**config.mk**
```make
export PLATFORM = sky130hd
export DESIGN_NAME = mem_stage
export DESIGN_NICKNAME = d
export VERILOG_FILES = /design/src/rtl/mem_stage.sv
export SDC_FILE = /design/constraint.sdc
export NUM_CORES = 1
export LEC_CHECK = 0
export ABC_AREA = 1
export CAP_MARGIN = 20
export CORE_AREA = 2 2 266 268
export CTS_BUF_LIST = sky130_fd_sc_hd__clkbuf_8
export DETAILED_ROUTE_END_ITERATION = 12
export DIE_AREA = 0 0 268 270
export SYNTH_ARGS = -nofsm -noshare
export SYNTH_HDL_FRONTEND = slang
export SYNTH_SLANG_ARGS = --single-unit
export TNS_END_PERCENT = 5
```
**constraint.sdc**
```tcl
create_clock -name clk -period 2.6 [get_ports clk]
set_input_delay 0.65 -clock clk [delete_from_list [all_inputs] [get_ports clk]]
set_output_delay 0.65 -clock clk [all_outputs]
set_load 0.03 [all_outputs]
```
**src/rtl/mem_stage.sv**
```systemverilog
// mem_stage: memory pipeline stage of the rv32imc core.
// Issues load/store requests to the data memory with a request/response
// handshake, lane-aligns store data and byte masks, aligns and extends load
// data, stalls upstream while an access is outstanding, and registers the
// result into mem_stage_reg for writeback/forwarding.
//
// Ports:
//   clk, rst_n     core clock, asynchronous active-low reset
//   ex_stage_reg   execute-stage register (address/result, store data, ctrl)
//   dmem_addr      word-aligned data memory address
//   dmem_rmask     byte read enables, nonzero only in the issue cycle
//   dmem_wmask     byte write enables, nonzero only in the issue cycle
//   dmem_wdata     lane-shifted store data
//   dmem_rdata     read data, valid with dmem_resp
//   dmem_resp      access-complete pulse
//   o_mem_stall    freezes IF/ID/EX registers
//   mem_stage_reg  registered result to writeback/forwarding
//
// Optional feature: define MEM_STAGE_RVFI_MEM_EN to capture the rvfi memory
// fields on the response cycle; otherwise they are tied to zero.

package mem_stage_pkg;
    localparam int unsigned XLEN = 32;
    localparam int unsigned NBYTES = XLEN / 8;
    localparam int unsigned REG_AW = 5;

    typedef struct packed {
        logic       mem_re;
        logic       mem_we;
        logic [2:0] funct3;
    } mem_ctrl_t;

    typedef struct packed {
        logic       regf_we;
        logic [1:0] wb_sel;
    } wb_ctrl_t;

    // rvfi fields produced upstream of the memory stage
    typedef struct packed {
        logic            valid;
        logic [63:0]     order;
        logic [XLEN-1:0] insn;
        logic [XLEN-1:0] pc_rdata;
        logic [XLEN-1:0] pc_wdata;
    } rvfi_core_t;

    // full rvfi record leaving the memory stage
    typedef struct packed {
        logic              valid;
        logic [63:0]       order;
        logic [XLEN-1:0]   insn;
        logic [XLEN-1:0]   pc_rdata;
        logic [XLEN-1:0]   pc_wdata;
        logic [XLEN-1:0]   mem_addr;
        logic [NBYTES-1:0] mem_rmask;
        logic [NBYTES-1:0] mem_wmask;
        logic [XLEN-1:0]   mem_wdata;
        logic [XLEN-1:0]   mem_rdata;
    } rvfi_t;

    typedef struct packed {
        logic [XLEN-1:0]   alu_out;
        logic [XLEN-1:0]   rs2_rdata;
        logic [REG_AW-1:0] rd_addr;
        mem_ctrl_t         mem_ctrl;
        wb_ctrl_t          wb_ctrl;
        rvfi_core_t        rvfi;
    } ex_stage_t;

    typedef struct packed {
        logic [XLEN-1:0]   alu_out;
        logic [XLEN-1:0]   mem_rdata;
        logic [REG_AW-1:0] rd_addr;
        wb_ctrl_t          wb_ctrl;
        rvfi_t             rvfi;
    } mem_stage_t;
endpackage

module mem_stage
    import mem_stage_pkg::*;
(
    input  logic                clk,
    input  logic                rst_n,
    input  ex_stage_t           ex_stage_reg,
    output logic [XLEN-1:0]     dmem_addr,
    output logic [NBYTES-1:0]   dmem_rmask,
    output logic [NBYTES-1:0]   dmem_wmask,
    output logic [XLEN-1:0]     dmem_wdata,
    input  logic [XLEN-1:0]     dmem_rdata,
    input  logic                dmem_resp,
    output logic                o_mem_stall,
    output mem_stage_t          mem_stage_reg
);

    typedef enum logic {
        S_IDLE = 1'b0,
        S_WAIT = 1'b1
    } state_t;

    state_t state_q, state_d;

    logic [1:0]        byte_off;
    logic [2:0]        funct3;
    logic              is_load, is_store, is_mem;
    logic              size_byte, size_half, size_word;
    logic              misaligned;
    logic              issue;
    logic              complete;
    logic [NBYTES-1:0] lane_mask;
    logic [XLEN-1:0]   raw_rdata;
    logic [XLEN-1:0]   load_ext;
    mem_stage_t        mem_d;

    assign byte_off  = ex_stage_reg.alu_out[1:0];
    assign funct3    = ex_stage_reg.mem_ctrl.funct3;
    assign is_load   = ex_stage_reg.mem_ctrl.mem_re;
    assign is_store  = ex_stage_reg.mem_ctrl.mem_we & ~ex_stage_reg.mem_ctrl.mem_re;
    assign is_mem    = is_load | is_store;

    // access size from funct3[1:0]; unsupported encodings are treated as word
    assign size_byte = (funct3[1:0] == 2'b00);
    assign size_half = (funct3[1:0] == 2'b01);
    assign size_word = funct3[1];

    assign misaligned = (size_half & byte_off[0]) | (size_word & (byte_off != 2'b00));

    // byte lanes touched by the access
    always_comb begin
        lane_mask = 4'b0001 << byte_off;
        if (size_half) begin
            lane_mask = 4'b0011 << byte_off;
        end else if (size_word) begin
            lane_mask = 4'b1111;
        end
    end

    // request issued only from IDLE for an aligned memory op
    assign issue = (state_q == S_IDLE) & is_mem & ~misaligned;

    assign dmem_addr  = {ex_stage_reg.alu_out[XLEN-1:2], 2'b00};
    assign dmem_rmask = (issue & is_load)  ? lane_mask : '0;
    assign dmem_wmask = (issue & is_store) ? lane_mask : '0;
    assign dmem_wdata = ex_stage_reg.rs2_rdata << {byte_off, 3'b000};

    // load alignment and extension
    assign raw_rdata = dmem_rdata >> {byte_off, 3'b000};

    always_comb begin
        case (funct3)
            3'b000:  load_ext = {{24{raw_rdata[7]}},  raw_rdata[7:0]};
            3'b001:  load_ext = {{16{raw_rdata[15]}}, raw_rdata[15:0]};
            3'b100:  load_ext = {24'd0, raw_rdata[7:0]};
            3'b101:  load_ext = {16'd0, raw_rdata[15:0]};
            default: load_ext = raw_rdata;
        endcase
    end

`ifdef MEM_STAGE_RVFI_MEM_EN
    // issued masks held for the rvfi record captured at response time
    logic [NBYTES-1:0] rvfi_rmask_q, rvfi_wmask_q;

    always_ff @(posedge clk or negedge rst_n) begin
        if (!rst_n) begin
            rvfi_rmask_q <= '0;
            rvfi_wmask_q <= '0;
        end else if (issue) begin
            rvfi_rmask_q <= dmem_rmask;
            rvfi_wmask_q <= dmem_wmask;
        end
    end
`endif

    // state register
    always_ff @(posedge clk or negedge rst_n) begin
        if (!rst_n) begin
            state_q <= S_IDLE;
        end else begin
            state_q <= state_d;
        end
    end

    // next state and stall
    always_comb begin
        state_d     = state_q;
        o_mem_stall = 1'b0;
        complete    = 1'b0;
        case (state_q)
            S_IDLE: begin
                if (issue) begin
                    o_mem_stall = 1'b1;
                    state_d     = S_WAIT;
                end
            end
            S_WAIT: begin
                if (dmem_resp) begin
                    complete = 1'b1;
                    state_d  = S_IDLE;
                end else begin
                    o_mem_stall = 1'b1;
                end
            end
            default: state_d = S_IDLE;
        endcase
    end

    // next value of the stage register: pass-through, load result or bubble
    always_comb begin
        mem_d                = '0;
        mem_d.alu_out        = ex_stage_reg.alu_out;
        mem_d.rd_addr        = ex_stage_reg.rd_addr;
        mem_d.wb_ctrl        = ex_stage_reg.wb_ctrl;
        mem_d.rvfi.valid     = ex_stage_reg.rvfi.valid;
        mem_d.rvfi.order     = ex_stage_reg.rvfi.order;
        mem_d.rvfi.insn      = ex_stage_reg.rvfi.insn;
        mem_d.rvfi.pc_rdata  = ex_stage_reg.rvfi.pc_rdata;
        mem_d.rvfi.pc_wdata  = ex_stage_reg.rvfi.pc_wdata;

        // misaligned access retires without a register write
        if ((state_q == S_IDLE) && is_mem && misaligned) begin
            mem_d.wb_ctrl.regf_we = 1'b0;
        end

        if (complete) begin
            if (is_load) begin
                mem_d.mem_rdata = load_ext;
            end
`ifdef MEM_STAGE_RVFI_MEM_EN
            mem_d.rvfi.mem_addr  = dmem_addr;
            mem_d.rvfi.mem_rmask = rvfi_rmask_q;
            mem_d.rvfi.mem_wmask = rvfi_wmask_q;
            mem_d.rvfi.mem_wdata = dmem_wdata;
            mem_d.rvfi.mem_rdata = dmem_rdata;
`endif
        end

        // bubble: keep rd_addr/alu_out moving but suppress write and retire
        if (o_mem_stall) begin
            mem_d.wb_ctrl.regf_we = 1'b0;
            mem_d.rvfi.valid      = 1'b0;
            mem_d.mem_rdata       = '0;
        end
    end

    // stage register
    always_ff @(posedge clk or negedge rst_n) begin
        if (!rst_n) begin
            mem_stage_reg <= '0;
        end else begin
            mem_stage_reg <= mem_d;
        end
    end

endmodule

```
==> results.py <==
metrics = {
    "status": {
        "outcome": "complete, no violations",
    },
    "final_layout": {
        "largest_register_ffs": 233,
        "final_nets": 1594,
        "layout-drive-gt1-share_pct": 14.8,
        "syn_to_final_growth_pct": 89.8,
    },
    "cts": {
        "cts_made_buffers": 46,
        "cts.clk_slew.worst_paths_ns": 0.05,
        "clock_latency_ns": 0.62,
        "cts_setup_buffers": 0,
        "htree_levels": 2,
        "clock-sinks": 234,
        "cts_root_buffer": "clkbuf_8",
        "clk_path_buf_depth": 3,
        "tritoncts": "done",
    },
    "setup_path": {
        "slowest_stage": "clkdlybuf4s50_1",
        "path_cells": "clkdlybuf4s50_1 -> clkdlybuf4s50_1",
        "timing.rr.start": "state_q",
        "cp_common_cell": "clkdlybuf4s50_1",
        "worstSetupPathType": "in2out",
        "r2r_slack_ns": 1.20,
        "cp.required_ns": 1.95,
        "path_delay_family": "buffers and inverters",
        "path_max_fanout": 2,
        "reg2reg_depth": 5,
        "crit_arrival_ns": 1.86,
        "startpoint_type": "input port",
        "slowest_delay_ns": 0.70,
        "critPathCaptureType": "output port",
        "worstReg2RegEnd": "mem_stage_reg[294]",
        "path_buf_inv": 2,
    },
    "hold_path": {
        "min_path_cells": 2,
        "min_to": "mem_stage_reg[305]",
        "hp-start": "ex_stage_reg[206]",
        "hold_class": "in2reg",
    },
    "timing": {
        "relSlewSlack_pct": 53.9,
        "setup_viol": 0,
        "period_share_pct": 96.6,
        "setup_ws_ns": 0.0873,
        "rsz0062_at_grt": "false",
        "setup_tns_ns": 0,
        "min_period_ns": 2.51,
        "max_slew.worst_pin.slew_ns": 0.694,
        "skew_ns": 0.0389,
        "fmax_mhz": 398,
        "drv_slew": 0,
        "final-hold-violation-count": 0,
    },
    "yosys": {
        "ys_seq_elements": 234,
        "syn_inst": 712,
        "synth.avg_cell_area_um2": 12.1,
        "muxShareOfSynthArea_pct": 0.931,
        "synth-adder-area-share_pct": 0.582,
        "yosys_warnings": 0,
        "synth_sequential_area_ratio_pct": 68.1,
        "netlist_area_um2": 8600,
        "synth.distinct_cells": 29,
        "synth_top_family_by_area": "buffers and inverters",
        "synth-compound-area-share_pct": 4.77,
        "synthSimpleGateAreaFrac_pct": 10.2,
        "synth-xor-area-share_pct": 0,
    },
    "die": {
        "die_area_um2": 72400,
        "core_um2": 69500,
        "die_y_um": 270,
        "start_util_pct": 12.4,
        "rows": 97,
        "io_pins": 683,
        "die_x_um": 268,
    },
    "place": {
        "dp_hpwl_um": 36100,
        "io_buffers": 576,
        "routabilityCongestion": 0.817,
        "pre_cts_slack_ns": -0.0494,
    },
    "global_route": {
        "antenna_found_initial": 13,
        "grt_use_total_pct": 11.6,
        "gr-total-overflow": 0,
        "grt_max_degree": 65,
        "first_global_vias": 7648,
        "grt_pass1_wl_um": 58700,
    },
    "flow_run": {
        "max_cap_violations": 0,
    },
    "detailed_routing": {
        "first_iter_violations": 270,
        "routedWlPerCell_um": 19.2,
        "vias_per_cell": 3.20,
        "ant_nets": 0,
        "num_vias": 7324,
        "dr.pass1.iters": 5,
        "wl_um": 44000,
        "drc": 0,
    },
    "power": {
        "ir_drop_mv": 0.624,
        "powerDensity_nw_per_um2": 646,
        "p_leak_nw": 7.17,
    },
}
[logic make-up (layout without fill, tap and decap cells)]
kind of cell    count (synthesis)  count (layout)
flops                         234             234
mux                             8               8
fa+ha+maj                       4               4
compound gates                 76              76
other cells                     1             108
simple gates                  195             195
buf+inv                       194             726
[stage by stage]
stage	utilization [%]	area [µm²]	hold slack, ns	total power [mW]	instances
floorplan	-	9000	0.354	5.05	817
global placement	21.9	15200	0.632	6.19	2208
detailed placement	21.9	15200	0.640	6.19	2208
CTS	23.5	16300	0.298	10.8	2289
global route	23.5	16300	0.342	11.0	2289
finish	23.5	16300	0.390	10.6	2291
[per-layer routing]
metal,track usage (%),vias up,part of all wire (%)
met4,4.88,16,4.0
met1,11.8,3461,35
met3,4.29,83,10
li1,-,3234,-
met2,21.2,530,51
met5,0,-,0.25
[cell usage after synthesis (all sizes together)]
master  count  area, µm²
a21oi      45        225
a22oi       9       67.6
and3b       1       8.76
buf       160       1190
clkbuf      6       22.5
conb        1       3.75
dfrtp     234       5860
ha          4       50.1
inv        28        113
mux2i       8       80.1
nand2     118        483
nand3      37        225
nor2       39        156
o21ai      17       85.1
o21bai      1       7.51
o22ai       4       25.0
[placed cells by master, fill, tap and decap left out, drive strengths merged, types with 37 or more instances in the layout]
cell           instances
clkbuf                57
buf                   90
nor2                  39
nand3                 37
dfrtp                234
a21oi                 45
clkdlybuf4s50        523
inv                   37
nand2                118
conb                 106
[how the worst max path moves through the flow]
| stage | slack [ns] | from | depth (start not counted) | to |
|---|---|---|---|---|
| after global placement | -0.06 | ex_stage_reg[186] | 4 | dmem_wdata[12] |
| after detailed placement | -0.05 | ex_stage_reg[180] | 4 | dmem_wdata[14] |
| after global routing | 0.01 | ex_stage_reg[197] | 8 | dmem_wdata[31] |
| after floorplan | -0.09 | ex_stage_reg[207] | 9 | dmem_rmask[0] |
| final | 0.09 | ex_stage_reg[209] | 2 | dmem_addr[3] |
| after CTS | 0.03 | ex_stage_reg[207] | 8 | dmem_wmask[3] |
[power breakdown]
group          switching (mW)  internal, mW  leakage [nW]
Sequential             0.0612          3.83          2.80
Clock                    1.74          2.70         0.588
Combinational            1.30         0.927          3.78
Total                    3.11          7.45          7.17
[final cells by class]
| class | instances | area [µm²] |
|---|---|---|
| Fill cell | 7379 | 53200 |
| Timing Repair Buffer | 618 | 6260 |
| Sequential cell | 234 | 5860 |
| Multi-Input combinational cell | 389 | 1820 |
| Tap cell | 940 | 1180 |
| Clock buffer | 57 | 785 |
| Clock inverter | 23 | 310 |
| Inverter | 28 | 115 |
| Antenna cell | 2 | 5.00 |
[timing repair]
action	CTS	global route
pin swaps	0	1
resized for setup	5	5
endpoints found under the hold margin	57	0
endpoints found under the setup margin	10	10
hold buffers	1	0
Power figures use the tool's default switching activity.
